$ cat src/rtl/operand_bank_loader_pkg.sv
// rtl/operand_bank_loader_pkg.sv - shared geometry and tag layout for the operand bank loader
// Widths here must track the matrix-multiplier controller's count/select definitions.
package operand_bank_loader_pkg;

  localparam int DATA_WIDTH   = 32;
  localparam int BANKS        = 8;
  localparam int DEPTH        = 8;
  localparam int RD_LATENCY   = 2;

  localparam int BANK_IDX_W   = $clog2(BANKS);
  localparam int SEL_W        = $clog2(DEPTH);
  localparam int BANK_W       = BANK_IDX_W + 1;
  localparam int BANK_OOR_BIT = BANK_IDX_W;
  localparam int TAG_W        = 1 + BANK_W + SEL_W;
  localparam int ENTRIES      = BANKS * DEPTH;
  localparam int ENTRY_W      = $clog2(ENTRIES);
  localparam int COUNT_W      = $clog2(ENTRIES + 1);
  localparam int VEC_W        = BANKS * DATA_WIDTH;

  typedef struct packed {
    logic              valid;
    logic [BANK_W-1:0] bank;
    logic [SEL_W-1:0]  sel;
  } tag_t;

  // Flat mask index; only meaningful when the out-of-range bit is clear.
  function automatic logic [ENTRY_W-1:0] entry_index(input tag_t t);
    return {t.bank[BANK_IDX_W-1:0], t.sel};
  endfunction

endpackage

$ cat src/rtl/operand_bank_loader_tag_delay_line.sv
// rtl/operand_bank_loader_tag_delay_line.sv - enable-gated shift register aligning tags to read data
// STAGES must be at least 1; every stage holds while en_i is low.
module tag_delay_line #(
  parameter int WIDTH  = 8,
  parameter int STAGES = 2
) (
  input  logic             clk,
  input  logic             reset,
  input  logic             en_i,
  input  logic [WIDTH-1:0] d_i,
  output logic [WIDTH-1:0] q_o
);

  logic [WIDTH-1:0] stage_q [STAGES];

  always_ff @(posedge clk or posedge reset) begin
    if (reset) begin
      for (int i = 0; i < STAGES; i++) stage_q[i] <= '0;
    end else if (en_i) begin
      stage_q[0] <= d_i;
      for (int i = 1; i < STAGES; i++) stage_q[i] <= stage_q[i-1];
    end
  end

  assign q_o = stage_q[STAGES-1];

endmodule

$ cat src/rtl/operand_bank_loader.sv
// rtl/operand_bank_loader.sv - captures ROM/RAM read data into A/B banks and feeds column slices
// load_done is the LOADING->READY flag; clear is the only way back to LOADING.
module operand_bank_loader
  import operand_bank_loader_pkg::*;
(
  input  logic                  clk,
  input  logic                  reset,
  input  logic                  enable,
  input  logic                  read_en,
  input  logic [BANK_W-1:0]     bank_select_line,
  input  logic [SEL_W-1:0]      select_line,
  input  logic [DATA_WIDTH-1:0] rom_data,
  input  logic [DATA_WIDTH-1:0] ram_data,
  input  logic                  clear,
  input  logic                  feed_en,
  input  logic [SEL_W-1:0]      feed_index,
  output logic [VEC_W-1:0]      a_vec,
  output logic [VEC_W-1:0]      b_vec,
  output logic                  feed_valid,
  output logic                  feed_err,
  output logic                  load_done,
  output logic [COUNT_W-1:0]    entry_count
);

  tag_t tag_in, tag_out;

  assign tag_in = {read_en, bank_select_line, select_line};

  tag_delay_line #(
    .WIDTH  (TAG_W),
    .STAGES (RD_LATENCY)
  ) u_tag_delay (
    .clk   (clk),
    .reset (reset),
    .en_i  (enable),
    .d_i   (tag_in),
    .q_o   (tag_out)
  );

  // Clear outranks a landing write: neither the data nor the mask bit is taken.
  logic                  write_hit;
  logic [ENTRY_W-1:0]    wr_idx;
  logic [BANK_IDX_W-1:0] wr_bank;

  assign write_hit = enable & tag_out.valid & ~tag_out.bank[BANK_OOR_BIT] & ~clear;
  assign wr_idx    = entry_index(tag_out);
  assign wr_bank   = tag_out.bank[BANK_IDX_W-1:0];

  logic [DATA_WIDTH-1:0] a_mem_q [BANKS][DEPTH];
  logic [DATA_WIDTH-1:0] b_mem_q [BANKS][DEPTH];

  always_ff @(posedge clk) begin
    if (write_hit) begin
      a_mem_q[wr_bank][tag_out.sel] <= rom_data;
      b_mem_q[wr_bank][tag_out.sel] <= ram_data;
    end
  end

  logic [ENTRIES-1:0] mask_q, mask_d;
  logic [COUNT_W-1:0] count_q, count_d;
  logic               done_q, done_d;

  // Counting only first writes keeps the count equal to the mask popcount.
  always_comb begin
    mask_d  = mask_q;
    count_d = count_q;
    if (clear) begin
      mask_d  = '0;
      count_d = '0;
    end else if (write_hit && !mask_q[wr_idx]) begin
      mask_d[wr_idx] = 1'b1;
      count_d        = count_q + COUNT_W'(1);
    end
    done_d = (count_d == COUNT_W'(ENTRIES));
  end

  logic             feed_hit, feed_miss;
  logic [VEC_W-1:0] a_col, b_col;

  assign feed_hit  = enable & feed_en & done_q;
  assign feed_miss = enable & feed_en & ~done_q;

  always_comb begin
    a_col = '0;
    b_col = '0;
    for (int i = 0; i < BANKS; i++) begin
      a_col[i*DATA_WIDTH +: DATA_WIDTH] = a_mem_q[i][feed_index];
      b_col[i*DATA_WIDTH +: DATA_WIDTH] = b_mem_q[i][feed_index];
    end
  end

  logic [VEC_W-1:0] a_vec_q, b_vec_q;
  logic             feed_valid_q, feed_err_q;

  // Pulses are rebuilt every cycle so a stall forces them low instead of stretching them.
  always_ff @(posedge clk or posedge reset) begin
    if (reset) begin
      mask_q       <= '0;
      count_q      <= '0;
      done_q       <= 1'b0;
      a_vec_q      <= '0;
      b_vec_q      <= '0;
      feed_valid_q <= 1'b0;
      feed_err_q   <= 1'b0;
    end else begin
      feed_valid_q <= feed_hit;
      feed_err_q   <= feed_miss;
      if (enable) begin
        mask_q  <= mask_d;
        count_q <= count_d;
        done_q  <= done_d;
        if (feed_hit) begin
          a_vec_q <= a_col;
          b_vec_q <= b_col;
        end
      end
    end
  end

  assign a_vec       = a_vec_q;
  assign b_vec       = b_vec_q;
  assign feed_valid  = feed_valid_q;
  assign feed_err    = feed_err_q;
  assign load_done   = done_q;
  assign entry_count = count_q;

endmodule

$ cat config.mk
export PLATFORM = sky130hd
export DESIGN_NAME = operand_bank_loader
export DESIGN_NICKNAME = d
export VERILOG_FILES = /design/src/rtl/operand_bank_loader_pkg.sv /design/src/rtl/operand_bank_loader_tag_delay_line.sv /design/src/rtl/operand_bank_loader.sv
export SDC_FILE = /design/constraint.sdc
export NUM_CORES = 2
export LEC_CHECK = 0
export BUFFER_PORTS_ARGS = -buffer_cell sky130_fd_sc_hd__buf_2
export CAP_MARGIN = 20
export CORE_AREA = 2 2 518 520
export CTS_CLUSTER_DIAMETER = 30
export DETAILED_ROUTE_END_ITERATION = 6
export DIE_AREA = 0 0 520 522
export PLACE_DENSITY_LB_ADDON = 0.2
export SLEW_MARGIN = 20
export SYNTH_ARGS = -nofsm -noshare
export SYNTH_HDL_FRONTEND = slang
export SYNTH_SLANG_ARGS = --single-unit
export TNS_END_PERCENT = 100
$ cat constraint.sdc
create_clock -name clk -period 27.7 [get_ports clk]
set_input_delay 1.385 -clock clk [delete_from_list [all_inputs] [get_ports clk]]
set_output_delay 1.385 -clock clk [all_outputs]
set_load 0.02 [all_outputs]
==> flow_summary.toml <==
[power]
leakagePower_uw = 0.07274
p_sw_uw = 5167
clkPwrFrac_pct = 46.5
irDropWorstVdd_uv = 78.60
p_int_uw = 14290
swShare_pct = 26.55
power_density_nw_per_um2 = 93.87
comb_power_share_pct = 9.7
pwr-share-seq_pct = 43.8

[cts]
clock_latency_ns = 1.07
cts_sinks = 4698
cts_setup_buffers = 0
cts.clk_slew.worst_paths_ns = 0.06
cts_tree = "built"
hold_buffers = 0
clockBufferDepth = 4
root_buffer = "clkbuf_16"
cts_resized = 0
htreeDepth = 6
cts_inserted_buffers = 685

[synthesis]
synth_fa_ha_area_share_pct = 0.007155
synth-xor-area-share_pct = 0.03506
synth_edf_count = 4096
synth_compound_area_share_pct = 1.844
synth_nets = 8145
synth_seq_area_share_pct = 78.95
netlist_area_um2 = 174900
synth-seq-cells = 4698
synth_top_family_by_area = "multiplexers"
synth_area_per_cell_um2 = 21.69
yosysWarnings = 0
syn_inst = 8064
ys.flop_type = "edfxtp_1"
synth_top_cell_by_area = "edfxtp_1"
async_reset_ff_share_pct = 12.81
synth_cell_type_count = 55
synth_top_area_share_pct = 70.33
synthTopCellsByArea = "edfxtp_1 70%, mux4_2 13%, dfrtp_1 8.6%"
yosys.area_share.simple_pct = 1.646
synthMuxAreaShare_pct = 16.40

[global_routing]
antenna_found_initial = 35
overflow = 0
grt_pass1_vias = 94470
track_usage_pct = 34.62
grt_max_degree = 197
grt_pass1_wl_um = 668700

[sta]
fin_crit_ns = 7.154
final_max_slew_viol_count = 0
clock_skew_ns = 0.06191
clock.fmax_mhz = 139.8
finalSetupViolCount = 0
hold_viol_final = 0
finalSetupTns_ns = 0
rsz0062_at_grt = "no"
finalCritPeriodShare_pct = 25.83
worst_pin_slew_ns = 1.157
timing.hold.ws_ns = 0.4194
maxSlewHeadroom_pct = 22.65

[layout]
area_delta_synth_final_pct = 18.55
drive_gt1_share_pct = 32.09
design_area_um2 = 207300
final_net_count = 9228
final_util_pct = 77.79

[floorplan]
row_count = 190
core_um2 = 266500
dieArea_um2 = 271400
top_level_ports = 602
fp.dieH_um = 522
die_w_um = 520
initial_core_util_pct = 65.62

[placed_design]
dp_hpwl_um = 225000
gp_congestion = 0.8120
port_buffers = 601
dpl_cell_area_um2 = 182800

[worst_setup_path]
critPathKind = "primary input to flip-flop"
worstPathMaxFanout = 99
cp.required_ns = 28.54
reg2reg_depth = 6
cp.arrival_ns = 8.00
end_kind = "flip-flop"
cp-start-kind = "primary input"

[routing]
drt_iter0_markers = 12670
ant_nets = 0
drc = 180
avgViaCountPerCell = 6.755
drt-wirelength-per-cell_um = 34.88
dr.pass1.iters = 7
vias = 89910
routed_wl_um = 464300

[flow_run]
cap_violations = 0

[min_path]
min_path_type = "primary input to async pin"

[run_status]
violations = "design-rule violations"
status = "finished, violations left"
## kinds of logic after synthesis
logic type      count (synthesis)
flops                        4698
mux                          1571
simple gates                  729
compound gates                609
buf+inv                       449
xor+xnor                        7
fa+ha+maj                       1
## power by group through the flow
stage	registers (µW)	logic (µW)	clock network, µW
after global placement	8610	1800	0
after floorplan	8890	565	0
final	8520	1890	9050
after CTS	8500	1910	9090
after detailed placement	8620	1850	0
after global routing	8530	2020	9380
## flip-flops by register name, indices dropped and copies added, names as in the netlist, 7 cells and up
register and cells:
u_tag_delay.q_o 8, u_tag_delay.stage_q 8, a_vec 256, b_vec 256, b_mem_q 2048, a_mem_q 2048
entry_count 7, mask_q 64
## path summary, 6_finish.rpt
kind	start	endpoint	slack (ns)
max	feed_index[0]	a_vec[195]	20.55
min	reset	a_vec[123]	0.42
max reg2reg	load_done	b_vec[235]	22.99
min reg2reg	a_vec[60]	a_vec[60]	0.47
max in group asynchronous	reset	mask_q[61]	23.18
min in group clk	a_vec[60]	a_vec[60]	0.47
## through the flow
step / power, µW / worst slack (ns) / std cells
2_1_floorplan: 9454 / 9.463 / 8064
3_3_place_gp: 10420 / 19.39 / 12010
3_5_place_dp: 10470 / 19.35 / 12010
4_1_cts: 19500 / 20.37 / 13290
5_1_grt: 19930 / 19.70 / 13300
6_report: 19460 / 20.55 / 13310
## synthesized netlist by cell type (3+ instances only)
cell	instances
nor2b_1	3
a31oi_1	66
edfxtp_1	4096
a221oi_1	5
o22ai_1	6
nand2_1	539
nand2b_1	5
buf_6	6
buf_12	7
mux4_1	4
mux2_2	18
nand3_1	8
nor2_1	138
mux2i_1	520
buf_1	84
dfrtp_1	602
nand4_1	4
xnor2_1	6
clkbuf_1	262
o21ai_1	3
nor3_1	8
o21ai_0	515
o211ai_1	3
mux4_2	1028
inv_1	13
and2_1	6
and3_1	5
buf_2	73
## critical path, stage by stage
cell and delay (ns):
buf_12 0.60, buf_4 0.74, buf_4 0.70, buf_4 0.78, buf_4 0.87, buf_4 0.86, buf_4 0.83, mux4_2 0.59
mux2i_1 0.20, o21ai_0 0.15
## area by class of cell
cell class | instances | area [µm²]
Sequential cell | 4698 | 138100
Fill cell | 12840 | 59180
Multi-Input combinational cell | 2917 | 35360
Clock buffer | 774 | 17820
Clock inverter | 510 | 6548
Timing Repair Buffer | 832 | 4980
Tap cell | 3552 | 4444
Inverter | 13 | 56.30
Antenna cell | 13 | 32.53
## cells in the final DEF, fill, tap and decap left out, drive strengths merged, types with 4 or more instances in the layout
cell type  count
bufinv        96
nand3          9
clkinvlp      65
nor3           9
and3           5
nor2b          4
a221oi         5
and2           6
buf          832
o21ai        518
nand2        539
dfrtp        602
mux2          19
nor2         139
nand4          4
mux4        1032
o22ai          6
a31oi         66
inv          110
xnor2          6
edfxtp      4096
nand2b         5
clkinv       252
clkbuf       774
mux2i        520
diode         13
## layer usage
layer	GRT usage (%)	wire, µm	up-vias
li1	-	-	35310
met1	47.15	160300	47120
met2	55.54	229500	6442
met3	7.450	53420	1019
met4	14.50	20960	14
met5	0	84	-
No activity file was read; power rests on OpenSTA's default activity.
